==> config.mk <==
export PLATFORM = sky130hd
export DESIGN_NAME = if_fetch_unit_flat
export DESIGN_NICKNAME = d
export VERILOG_FILES = /design/src/rtl/if_fetch_unit_if.sv /design/src/rtl/if_fetch_unit.sv /design/src/flat_wrapper.sv
export SDC_FILE = /design/constraint.sdc
export NUM_CORES = 1
export LEC_CHECK = 0
export ABC_AREA = 1
export BUFFER_PORTS_ARGS = -buffer_cell sky130_fd_sc_hd__buf_2
export CAP_MARGIN = 20
export CORE_ASPECT_RATIO = 0.5
export CORE_MARGIN = 2
export CORE_UTILIZATION = 35
export DETAILED_ROUTE_END_ITERATION = 10
export SETUP_SLACK_MARGIN = 0.1
export SYNTH_ARGS = -nofsm -noshare
export SYNTH_HDL_FRONTEND = slang
export SYNTH_SLANG_ARGS = --single-unit
==> constraint.sdc <==
create_clock -name clk -period 1.55 [get_ports clk]
set_input_delay 0.2325 -clock clk [delete_from_list [all_inputs] [get_ports clk]]
set_output_delay 0.2325 -clock clk [all_outputs]
set_load 0.02 [all_outputs]
==> src/rtl/if_fetch_unit_if.sv <==
// rtl/if_fetch_unit_if.sv - instruction-memory read port between fetch unit and memory
interface if_fetch_unit_if;
    logic        imem_req;
    logic [31:0] imem_addr;
    logic        imem_ack;
    logic [31:0] imem_rdata;

    modport master (
        output imem_req,
        output imem_addr,
        input  imem_ack,
        input  imem_rdata
    );

    modport slave (
        input  imem_req,
        input  imem_addr,
        output imem_ack,
        output imem_rdata
    );
endinterface

==> src/rtl/if_fetch_unit.sv <==
// rtl/if_fetch_unit.sv - instruction fetch unit with one-entry output slot and branch redirect
// Optional bubble counter output enabled by defining FETCH_BUBBLE_CNT_EN.
module if_fetch_unit #(
    parameter logic [31:0] RESET_PC = 32'h0000_0000
) (
    input  logic                 clk,
    input  logic                 reset,
    input  logic                 stall,
    input  logic                 branch_taken,
    input  logic [31:0]          branch_target,
    if_fetch_unit_if.master      imem,
    output logic [31:0]          instn_out,
    output logic [31:0]          currpc,
    output logic [31:0]          nextpc,
    output logic                 instn_valid
`ifdef FETCH_BUBBLE_CNT_EN
    ,
    output logic [15:0]          bubble_cnt
`endif
);

    typedef enum logic [1:0] {
        S_FETCH   = 2'd0,
        S_WAIT    = 2'd1,
        S_DISCARD = 2'd2
    } state_t;

    state_t      state_q, state_d;
    logic [31:0] pc_q, pc_d;
    logic [31:0] instn_q, instn_d;
    logic [31:0] currpc_q, currpc_d;
    logic [31:0] nextpc_q, nextpc_d;
    logic        valid_q, valid_d;
    logic        req_int;
    logic        ack_int;

    // FETCH only issues when the slot is free or being drained this cycle.
    assign req_int = (state_q != S_FETCH) || !valid_q || !stall;
    assign ack_int = req_int && imem.imem_ack;

    always_comb begin
        state_d  = state_q;
        pc_d     = pc_q;
        instn_d  = instn_q;
        currpc_d = currpc_q;
        nextpc_d = nextpc_q;
        valid_d  = valid_q && stall;
        if (branch_taken) begin
            pc_d    = branch_target & 32'hFFFF_FFFC;
            valid_d = 1'b0;
            state_d = (req_int && !imem.imem_ack) ? S_DISCARD : S_FETCH;
        end else begin
            case (state_q)
                S_FETCH, S_WAIT: begin
                    if (ack_int) begin
                        instn_d  = imem.imem_rdata;
                        currpc_d = pc_q;
                        nextpc_d = pc_q + 32'd4;
                        valid_d  = 1'b1;
                        pc_d     = pc_q + 32'd4;
                        state_d  = S_FETCH;
                    end else if (req_int) begin
                        state_d = S_WAIT;
                    end
                end
                S_DISCARD: begin
                    if (ack_int) begin
                        state_d = S_FETCH;
                    end
                end
                default: state_d = S_FETCH;
            endcase
        end
    end

    always_ff @(posedge clk) begin
        if (!reset) begin
            state_q  <= S_FETCH;
            pc_q     <= RESET_PC;
            instn_q  <= 32'd0;
            currpc_q <= 32'd0;
            nextpc_q <= 32'd0;
            valid_q  <= 1'b0;
        end else begin
            state_q  <= state_d;
            pc_q     <= pc_d;
            instn_q  <= instn_d;
            currpc_q <= currpc_d;
            nextpc_q <= nextpc_d;
            valid_q  <= valid_d;
        end
    end

    assign imem.imem_req  = reset && req_int;
    assign imem.imem_addr = pc_q;
    assign instn_out      = instn_q;
    assign currpc         = currpc_q;
    assign nextpc         = nextpc_q;
    assign instn_valid    = valid_q;

`ifdef FETCH_BUBBLE_CNT_EN
    logic [15:0] bubble_q, bubble_d;

    always_comb begin
        bubble_d = bubble_q;
        if (!valid_q && (bubble_q != 16'hFFFF)) begin
            bubble_d = bubble_q + 16'd1;
        end
    end

    always_ff @(posedge clk) begin
        if (!reset) begin
            bubble_q <= 16'd0;
        end else begin
            bubble_q <= bubble_d;
        end
    end

    assign bubble_cnt = bubble_q;
`endif

endmodule

==> src/flat_wrapper.sv <==
// flat-port wrapper written by rule: the top's interface ports become plain ports
module if_fetch_unit_flat 
#(
    parameter logic [31:0] RESET_PC = 32'h0000_0000
)
  (clk, reset, stall, branch_taken, branch_target, instn_out, currpc, nextpc, instn_valid, imem_imem_req, imem_imem_addr, imem_imem_ack, imem_imem_rdata);
  if_fetch_unit_if imem_i ();
  input  logic clk;
  input  logic reset;
  input  logic stall;
  input  logic branch_taken;
  input  logic [31:0] branch_target;
  output logic [31:0] instn_out;
  output logic [31:0] currpc;
  output logic [31:0] nextpc;
  output logic instn_valid;
  output wire logic [$bits(imem_i.imem_req)-1:0] imem_imem_req;
  output wire logic [$bits(imem_i.imem_addr)-1:0] imem_imem_addr;
  input wire logic [$bits(imem_i.imem_ack)-1:0] imem_imem_ack;
  input wire logic [$bits(imem_i.imem_rdata)-1:0] imem_imem_rdata;
  assign imem_imem_req = imem_i.imem_req;
  assign imem_imem_addr = imem_i.imem_addr;
  assign imem_i.imem_ack = imem_imem_ack;
  assign imem_i.imem_rdata = imem_imem_rdata;
  if_fetch_unit #(.RESET_PC(RESET_PC)) u_core (.clk(clk), .reset(reset), .stall(stall), .branch_taken(branch_taken), .branch_target(branch_target), .imem(imem_i), .instn_out(instn_out), .currpc(currpc), .nextpc(nextpc), .instn_valid(instn_valid));
endmodule
==> run summary <==
worst hold stages -> 3
die area -> 0.01720 sq mm
crit-path cells -> nand2_1 > nor2_1 > nand2_1 > nor2_4 > nand2_1 > nand2_1 > nand3_2 > nand2_1 > nand2_1 > inv_1
FF-to-FF End -> u_core.nextpc[20]
critical path capture point type -> flop
Final Hold Fails -> 0
reg2reg path depth -> 10
Mean Syn Cell Area -> 6.875 sq um
cells taking the most area after synthesis -> dfxtp_1 44%, nand2_1 12%, nor2_1 9.5%, nand3_1 7.2%, o21ai_0 5.5%
synthesis-to-finish area growth -> 57.66%
CP Max Fanout -> 5
Netlist cell types -> 28
layout cells sized above 1 -> 0.4202
buffers and inverters on the worst path -> 1
ys async rst share -> 0
Placeable Area -> 0.01557 sq mm
CP Depth -> 10
pwr dens -> 1040 mW/mm^2
Initial Utilization -> 0.3620
WL per Instance -> 16.50 um
Period minus WS final -> 1.560 ns
top_reg_cell synth -> dfxtp_1
CP max-delay cell -> dfxtp_1
vias per inst -> 4.956
placer congestion estimate -> 0.8079
Max Cap Viol -> 0
slack of the critical path -> -0.01031 ns
EDFF count, synth -> 0
die height -> 93.75 um
Iter 0 DRT Violations -> 375
number of remaining DRC errors -> 0
Final ANT Viol Nets -> 0
Worst Path Arrival -> 1.94 ns
Max stage delay on crit path -> 0.39 ns
worst r2r src -> u_core.imem.imem_addr[15]
clk_skew -> 0.01408 ns
Final Cycle Share -> 1.007
Max Slew Vio Count -> 0
Die W -> 183.5 um
mapped cell area -> 0.005638 sq mm
Final Power -> 9.247 mW
Clock Latency Late Sink -> 0.42 ns
Req. time, crit path -> 1.93 ns
maximum clock insertion buffer count -> 2
outcome -> finished with violations
total number of vias -> 6413
CTS buffer count -> 17
min-delay src -> imem_imem_rdata[22]
H-Tree Depth -> 4
half-perimeter wire length after placement -> 12950 um
Setup Crit Path Kind -> flop to flop
synth cell count leaders -> 183 x nand2_1, 143 x nor2_1, 125 x dfxtp_1
reg2reg setup slack -> -0.01 ns
number of global-route vias before repair -> 5738
antenna cells -> 0
end of the worst hold path -> u_core.instn_out[22]
Final Non-Filler Cells -> 1294
initial antenna violation count -> 0
number of synthesis warnings -> 0
most common cell in the netlist -> nand2_1
Gate Count Post-Synth -> 820
failing checks -> setup timing
placed inst area -> 0.007169 sq mm
Finished Cell Area -> 0.008889 sq mm
DRT Wirelength -> 21350 um
clock-pin slew on the worst setup and hold paths -> 0.07 ns
largest net degree at the start of global routing -> 53
number of buffers added on ports -> 190
largest area contributor in the netlist -> dfxtp_1
CTS hold repair buffers -> 0
Nets -> 1147
Fin Hold WS -> 0.01623 ns
GRT Overall Usage -> 0.2284
HP Class -> primary input to flop
global-route wire length before repair -> 30270 um
filler instances -> 1482
Startpoint Class -> flop
top-area cell type share of the netlist area -> 0.4439
row cnt -> 32
delay-heaviest family, CP -> simple AND/OR/NAND/NOR gates
Ports -> 199
total grt overflow -> 0
CTS tree -> done
Clock Sinks -> 125
Top cell by count, worst path -> nand2_1
FMAX -> 0.6409 GHz
CTS root buf -> clkbuf_16
sequential area share after synthesis -> 0.4439
unrepaired setup endpoints after global routing -> yes
DR pass1 iterations -> 5
worst vdd ir -> 0.0007970 V
Pleak -> 4.229 nW
placed instance count -> 1229
Synth Register Bits -> 125
final setup violation count -> 2
==> worst reg2reg max path: stages (launching register included) <==
cell and delay [ns]:
dfxtp_1 0.39, nand2_1 0.09, nor2_1 0.22, nand2_1 0.18, nor2_4 0.23, nand2_1 0.08, nand2_1 0.07, nand3_2 0.09
nand2_1 0.07, nand2_1 0.04, inv_1 0.05
==> area by class of cell <==
type                            count  area, sq um  area share
Timing Repair Buffer              280         2081      0.2341
Tap cell                          204        255.2     0.02872
Clock buffer                       17        425.4     0.04786
Multi-Input combinational cell    585         3181      0.3578
Sequential cell                   125         2531      0.2848
Clock inverter                     15        160.2     0.01802
Inverter                           68        255.2     0.02872
==> routing by layer <==
metal	vias to the layer above	GRT usage	part of all wire	wire, um
met1	3058	0.2962	0.44	9376
met3	36	0.06357	0.061	1310
li1	3131	-	-	-
met2	188	0.3767	0.48	10190
met4	0	0.05733	0.022	470
met5	-	0	0	0
==> cells by family after synthesis <==
| group | count (synthesis) | share of synthesized area |
|---|---|---|
| AND/OR/NAND/NOR | 426 | 0.3176 |
| AO/OA/AOI/OAI | 145 | 0.1367 |
| flip-flops | 125 | 0.4439 |
| buffers and inverters | 115 | 0.08811 |
| XOR/XNOR | 7 | 0.01087 |
| adder cells (fa/ha/maj) | 1 | 0.002219 |
| other | 1 | 0.0006651 |
==> sequential cells by signal, summed over array words and instances, names as in the netlist <==
signal,count
u_core.state_q,2
u_core.currpc,30
u_core.instn_out,32
u_core.nextpc,30
u_core.instn_valid,1
u_core.imem.imem_addr,30
==> cells in the final DEF (no fill, tap or decap), drive strengths merged, types with 2 or more instances in the layout <==
| cell type | synthesis | layout |
|---|---|---|
| o21ai | 66 | 66 |
| o21a | 9 | 9 |
| xor2 | 4 | 4 |
| conb | 1 | 6 |
| xnor2 | 3 | 3 |
| nor2 | 153 | 153 |
| bufinv | 0 | 2 |
| clkbuf | 20 | 25 |
| a21oi | 60 | 60 |
| inv | 68 | 74 |
| buf | 27 | 272 |
| nor3 | 3 | 3 |
| nand2 | 188 | 188 |
| clkinv | 0 | 5 |
| clkinvlp | 0 | 2 |
| o21bai | 7 | 7 |
| nand3 | 82 | 82 |
| dfxtp | 125 | 125 |
==> repair_timing <==
action / 4_1_cts / 5_1_grt
endpoints found under the setup margin: 66 / 109
pin swaps: 20 / 56
setup buffers: 5 / 14
resized for setup: 34 / 173
gates cloned: 5 / 9
==> power by group <==
part,internal [mW],switching (mW),leakage [nW]
Combinational,0.668,0.969,2.91
Sequential,3.41,0.141,1.03
Clock,2.39,1.66,0.285
Total,6.47,2.77,4.23
==> per-stage QoR <==
| stage | worst slack [ns] | setup TNS [ns] | util |
|---|---|---|---|
| 6_report | -0.01031 | -0.01471 | 0.5707 |
| 2_1_floorplan | 0.1136 | 0 | - |
| 5_1_grt | -0.09851 | -1.423 | 0.5707 |
| 3_3_place_gp | -0.01480 | -0.02159 | 0.4603 |
| 3_5_place_dp | -0.05060 | -0.07609 | 0.4603 |
| 4_1_cts | 0.05486 | 0 | 0.5163 |
==> worst max path at each step <==
stage,start,endpoint,slack [ns]
after floorplan,u_core.imem.imem_addr[6],u_core.nextpc[22],0.11
after global routing,u_core.imem.imem_addr[22],u_core.nextpc[30],-0.1
after global placement,u_core.imem.imem_addr[2],u_core.imem.imem_addr[28],-0.01
after detailed placement,u_core.imem.imem_addr[3],u_core.imem.imem_addr[28],-0.05
after CTS,u_core.imem.imem_addr[2],u_core.nextpc[22],0.05
final,u_core.imem.imem_addr[15],u_core.nextpc[20],-0.01
No activity file was read; power rests on OpenSTA's default activity.
